### config.mk
export PLATFORM = sky130hd
export DESIGN_NAME = zhyperram_bus_arbiter
export DESIGN_NICKNAME = d
export VERILOG_FILES = /design/src/rtl/zhyperram_bus_arbiter.sv
export SDC_FILE = /design/constraint.sdc
export NUM_CORES = 1
export LEC_CHECK = 0
export ABC_CLOCK_PERIOD_IN_PS = 2340
export BUFFER_PORTS_ARGS = -buffer_cell sky130_fd_sc_hd__buf_2
export CAP_MARGIN = 25
export CELL_PAD_IN_SITES_DETAIL_PLACEMENT = 1
export CELL_PAD_IN_SITES_GLOBAL_PLACEMENT = 1
export CORE_AREA = 8 8 88 90
export DETAILED_ROUTE_END_ITERATION = 7
export DIE_AREA = 0 0 96 98
export PLACE_DENSITY = 0.87
export REMOVE_ABC_BUFFERS = 1
export SYNTH_ARGS = -nofsm -noshare
export SYNTH_HDL_FRONTEND = slang
export SYNTH_SLANG_ARGS = --single-unit
### constraint.sdc
create_clock -name iClk -period 2.34 [get_ports iClk]
set_input_delay 0.234 -clock iClk [delete_from_list [all_inputs] [get_ports iClk]]
set_output_delay 0.234 -clock iClk [all_outputs]
set_load 0.01 [all_outputs]
### src/rtl/zhyperram_bus_arbiter.sv
// Shared HyperRAM pin arbiter: external IR FPGA write path vs. local read sequencer.
// Filters the external handshake, inserts turnaround gaps and enforces the local CE-low limit.
module zhyperram_bus_arbiter #(
    parameter int unsigned FILTER_LEN = 20,
    parameter int unsigned TURN_GAP   = 4,
    parameter int unsigned CE_MAX     = 96
) (
    input  logic       iClk,
    input  logic       iRst,
    input  logic       iWr_Req,
    input  logic       iWr_Done,
    input  logic       iRAM_CE,
    input  logic       iRd_Req,
    input  logic       iRd_Release,
    input  logic       iLocal_CE,
    output logic       oWhichWr,
    output logic       oRd_Grant,
    output logic       oForce_CE_High,
    output logic       oCE_Abort,
    output logic       oFrame_Done,
    output logic [7:0] oFrame_Cnt,
    output logic       oWr_Pending,
    output logic [2:0] oState
);

    localparam int unsigned FW = 8;
    localparam int unsigned GW = 8;
    localparam int unsigned WW = 16;
    localparam int unsigned CW = 8;

    localparam logic [FW-1:0] FILT_FULL = FW'(FILTER_LEN);
    localparam logic [GW-1:0] GAP_LAST  = GW'(TURN_GAP - 1);
    localparam logic [WW-1:0] WD_LAST   = WW'(CE_MAX - 1);

    typedef enum logic [2:0] {
        EXT_IDLE   = 3'd0,
        EXT_WRITE  = 3'd1,
        GAP_TO_LOC = 3'd2,
        LOC_OWN    = 3'd3,
        GAP_TO_EXT = 3'd4
    } state_e;

    logic [1:0]    req_sync_q, done_sync_q, ce_sync_q;
    logic          req_s, done_s, ce_s;
    logic [FW-1:0] req_cnt_q, req_cnt_d, done_cnt_q, done_cnt_d;
    logic          req_f, done_f;

    state_e        state_q, state_d;
    logic [GW-1:0] gap_q, gap_d;
    logic [WW-1:0] wd_q, wd_d;
    logic          wd_hit;

    logic          whichwr_q, whichwr_d;
    logic          grant_q, grant_d;
    logic          force_q, force_d;
    logic          abort_q, abort_d;
    logic          frame_done_q, frame_done_d;
    logic [CW-1:0] frame_cnt_q, frame_cnt_d;
    logic          pend_q, pend_d;

    assign req_s  = req_sync_q[1];
    assign done_s = done_sync_q[1];
    assign ce_s   = ce_sync_q[1];

    // Glitch filters: a synced low clears at once, so the filtered level drops with it.
    always_comb begin
        req_cnt_d  = '0;
        done_cnt_d = '0;
        if (req_s) begin
            req_cnt_d = (req_cnt_q == FILT_FULL) ? req_cnt_q : req_cnt_q + FW'(1);
        end
        if (done_s) begin
            done_cnt_d = (done_cnt_q == FILT_FULL) ? done_cnt_q : done_cnt_q + FW'(1);
        end
    end

    assign req_f  = (req_cnt_q == FILT_FULL);
    assign done_f = (done_cnt_q == FILT_FULL);

    always_comb begin
        state_d      = state_q;
        gap_d        = '0;
        wd_d         = '0;
        wd_hit       = 1'b0;
        abort_d      = 1'b0;
        frame_done_d = 1'b0;
        frame_cnt_d  = frame_cnt_q;
        pend_d       = pend_q;

        case (state_q)
            EXT_IDLE: begin
                if (req_f) begin
                    state_d = EXT_WRITE;
                end else if (iRd_Req && ce_s) begin
                    state_d = GAP_TO_LOC;
                end
            end
            EXT_WRITE: begin
                if (done_f && ce_s) begin
                    frame_done_d = 1'b1;
                    frame_cnt_d  = frame_cnt_q + CW'(1);
                    state_d      = EXT_IDLE;
                end
            end
            GAP_TO_LOC: begin
                // External request wins the gap outright; the local side never saw a grant.
                if (req_f) begin
                    state_d = EXT_IDLE;
                end else if (!iRd_Req) begin
                    state_d = GAP_TO_EXT;
                end else if (gap_q == GAP_LAST) begin
                    state_d = LOC_OWN;
                end else begin
                    gap_d = gap_q + GW'(1);
                end
            end
            LOC_OWN: begin
                if (req_f) begin
                    pend_d = 1'b1;
                end
                if (!iLocal_CE) begin
                    wd_d   = wd_q + WW'(1);
                    wd_hit = (wd_q == WD_LAST);
                end
                if (iRd_Release || !iRd_Req || wd_hit) begin
                    state_d = GAP_TO_EXT;
                    wd_d    = '0;
                    abort_d = wd_hit && !iRd_Release;
                end
            end
            GAP_TO_EXT: begin
                if (gap_q == GAP_LAST) begin
                    state_d = EXT_IDLE;
                    pend_d  = 1'b0;
                end else begin
                    gap_d = gap_q + GW'(1);
                end
            end
            default: begin
                state_d = EXT_IDLE;
            end
        endcase

        whichwr_d = (state_d == GAP_TO_LOC) || (state_d == LOC_OWN) || (state_d == GAP_TO_EXT);
        grant_d   = (state_d == LOC_OWN);
        force_d   = (state_d != LOC_OWN);
    end

    always_ff @(posedge iClk) begin
        if (iRst) begin
            req_sync_q   <= '0;
            done_sync_q  <= '0;
            ce_sync_q    <= 2'b11;
            req_cnt_q    <= '0;
            done_cnt_q   <= '0;
            state_q      <= EXT_IDLE;
            gap_q        <= '0;
            wd_q         <= '0;
            whichwr_q    <= 1'b0;
            grant_q      <= 1'b0;
            force_q      <= 1'b1;
            abort_q      <= 1'b0;
            frame_done_q <= 1'b0;
            frame_cnt_q  <= '0;
            pend_q       <= 1'b0;
        end else begin
            req_sync_q   <= {req_sync_q[0], iWr_Req};
            done_sync_q  <= {done_sync_q[0], iWr_Done};
            ce_sync_q    <= {ce_sync_q[0], iRAM_CE};
            req_cnt_q    <= req_cnt_d;
            done_cnt_q   <= done_cnt_d;
            state_q      <= state_d;
            gap_q        <= gap_d;
            wd_q         <= wd_d;
            whichwr_q    <= whichwr_d;
            grant_q      <= grant_d;
            force_q      <= force_d;
            abort_q      <= abort_d;
            frame_done_q <= frame_done_d;
            frame_cnt_q  <= frame_cnt_d;
            pend_q       <= pend_d;
        end
    end

    assign oWhichWr       = whichwr_q;
    assign oRd_Grant      = grant_q;
    assign oForce_CE_High = force_q;
    assign oCE_Abort      = abort_q;
    assign oFrame_Done    = frame_done_q;
    assign oFrame_Cnt     = frame_cnt_q;
    assign oWr_Pending    = pend_q;
    assign oState         = state_q;

endmodule

==> results.txt <==
Area grow syn2layout: 13.6%
Initial DRC Count: 70
DRT Pass-1 Iters: 4
DR vias: 2171
Resize count post-CTS: 0
Number of flops mapped to enable cells by yosys: 0
Relative slew slack: 53.3%
Die Y: 98 um
Synth unique cells: 51
Skew final: 0.00924 ns
Core ar.: 0.00649 sq mm
Share of flip-flops with an asynchronous set or reset: 0%
Antenna fix cells: 0
Final Slew Violations: 0
Global placement routability congestion: 0.771
Register area: 0.00126 sq mm
Die area: 0.00941 sq mm
CTS Buffer Depth: 2
Worst-path cell chain: ha_1, and4_1, and4_4, or4_4, a21oi_1
Avg Cell Area, Syn: 9.45 sq um
Max rail drop VDD: 0.340 mV
# setup viols final: 0
CP endpoint kind: flip-flop
Status: complete, no violations
RSZ-0062 raised after global routing: no
Final HPWL DP: 4.62 mm
Number of synthesis warnings: 0
Min cycle time layout: 2.02 ns
Residual DRC count: 0
Worst path top cell family by delay: simple AND/OR/NAND/NOR gates
Max stage delay on crit path: 0.67 ns
Remaining antenna violation count after routing: 0
Top cells by area, synth: dfxtp_1, xor2_1, nor2_1
Final hold vios: 0
Multi-input logic area: 0.00147 sq mm
Critical-path maximum fanout: 16
Synthesized flop and latch total: 63
Wire length of the first global-routing pass: 10.7 mm
Number of setup buffers added after CTS: 0
Clock H-tree levels: 3
Synth top area share: 44.9%
GRT Overall Usage: 14.2%
Hold Buf Count CTS: 0
Worst Setup SP: wd_q[0]
Die X-Extent: 96 um
Largest net degree at the start of global routing: 17
Worst-margin pin slew: 0.683 ns
Nets: 341
Port-buffer cells: 24
Largest area contributor in the netlist: dfxtp_1
Post-DR wirelength/cell: 15.0 um
CP max-delay cell: or4_4
Hold_sp: iRAM_CE
Vias/cell: 5.28
Crit path DAT: 2.26 ns
Crit Path Class: flip-flop to flip-flop
Fill cells: 758
Vias in the first global route: 2301
Sequential share of the synthesized area: 44.9%
Clock transition at path regs: 0.07 ns
Clock root cell: clkbuf_8
TritonCTS Buffers: 9
Mapped cell area: 0.00281 sq mm
Cell Rows: 30
Max Clk Rate: 495 MHz
Main flop type after synthesis: dfxtp_1
CP Launch Type: flip-flop
R2R Path Start: wd_q[0]
Clock sinks: 63
Antenna violations before repair: 0
Cell Pwr Density: 647 mW/mm^2
Grt total ovfl: 0
Fraction of layout cells with a size suffix above 1: 18.4%
MaxCap Viol Count: 0
Worst EP required: 2.59 ns
P_leak: 0.00116 uW
Initial Util: 43.2%
Hold Crit Class: input pin to flip-flop
Final worst setup slack: 0.321 ns
Hold Slack: 0.0904 ns
Synth Instances: 297
CTS tree: built
Crit path buffers/inverters: 0
Power, Total: 2070 uW
Final WL: 6.15 mm
Worst slack at placement: 0.325 ns
Clock latency on the worst-skew pair: 0.33 ns
Post-synth top cells: dfxtp_1, nor2_1, nand3_1
Most frequent cell after synthesis: dfxtp_1
Num ports: 25
Ratio of final minimum period to clock period: 86.3%
Setup TNS: 0 ns
[per-layer routing]
layer  vias to the layer above  global-route usage (%)  part of all wire (%)
met5                         -                       0                     0
met4                         0                    6.86                   1.2
met3                         4                    3.38                   2.7
met2                        18                    24.2                    52
met1                      1055                    15.9                    44
li1                       1094                       -                     -
[through the flow]
step                instances  util [%]  instance area (sq um)
CTS                       411      49.1                   3190
global placement          395      46.1                   2990
detailed placement        395      46.1                   2990
global route              411      49.1                   3190
floorplan                 289         -                   2760
finish                    411      49.1                   3190
[report_power, final]
part / internal, uW / leakage (uW) / total, uW / switching (uW)
sequential: 1080 / 0.000509 / 1090 / 8.65
clock: 515 / 0.0000981 / 923 / 408
combinational: 22.6 / 0.000550 / 52.1 / 29.5
total: 1620 / 0.00116 / 2070 / 446
[flip-flops by register name, summed over array words and instances, names as in the netlist]
| signal | count |
|---|---|
| oFrame_Cnt | 8 |
| oWhichWr | 1 |
| done_cnt_q | 8 |
| wd_q | 16 |
| oFrame_Done | 1 |
| req_cnt_q | 8 |
| oWr_Pending | 1 |
| gap_q | 8 |
| oRd_Grant | 1 |
| done_sync_q | 2 |
| oForce_CE_High | 1 |
| req_sync_q | 2 |
| oState | 3 |
| oCE_Abort | 1 |
| ce_sync_q | 2 |
[final timing paths]
| path | cells after the start | to | slack (ns) |
|---|---|---|---|
| max | 5 | wd_q[15] | 0.32 |
| min | 2 | ce_sync_q[0] | 0.09 |
| max reg2reg | 5 | wd_q[15] | 0.32 |
| min reg2reg | 1 | ce_sync_q[1] | 0.41 |
[final cells by class]
type	count	area share, %
Multi-Input combinational cell	220	46.2
Sequential cell	63	39.5
Clock buffer	10	4.31
Timing Repair Buffer	26	4.24
Tap cell	80	3.14
Clock inverter	6	1.88
Inverter	6	0.706
[cells in the final DEF (no fill, tap or decap), types with 2 or more instances in the layout]
cell type   netlist  routed
dfxtp_1          63      63
nor2_1           38      38
buf_2             1      24
nand3_1          21      21
xor2_1           19      19
xnor2_1          15      15
nand2_1          12      12
a21oi_1          11      11
clkbuf_8          0      10
nor2_4            8       8
and3_1            7       7
nor4_1            7       7
ha_1              7       7
inv_1             6       6
nor2b_1           6       6
nand4_1           5       5
nand2b_1          5       5
nor3_1            5       5
o21ai_1           4       4
o31ai_1           4       4
or4_1             4       4
and3b_1           3       3
and2_1            3       3
or3_1             3       3
a21boi_1          3       3
clkinv_2          0       3
mux2i_1           2       2
or2_1             2       2
and4_1            2       2
a2111oi_0         2       2
o21a_1            2       2
nor2_2            2       2
clkinvlp_4        0       2
buf_4             0       2
[cells by family after synthesis]
| kind of cell | count (synthesis) | synth area share, % |
|---|---|---|
| AO/OA/AOI/OAI | 31 | 7.13 |
| XOR/XNOR | 34 | 10.6 |
| adder cells (fa/ha/maj) | 7 | 3.12 |
| buffers and inverters | 14 | 2.58 |
| flip-flops | 63 | 44.9 |
| multiplexers | 2 | 0.713 |
| AND/OR/NAND/NOR | 146 | 30.9 |
(Power assumes the default switching activity.)
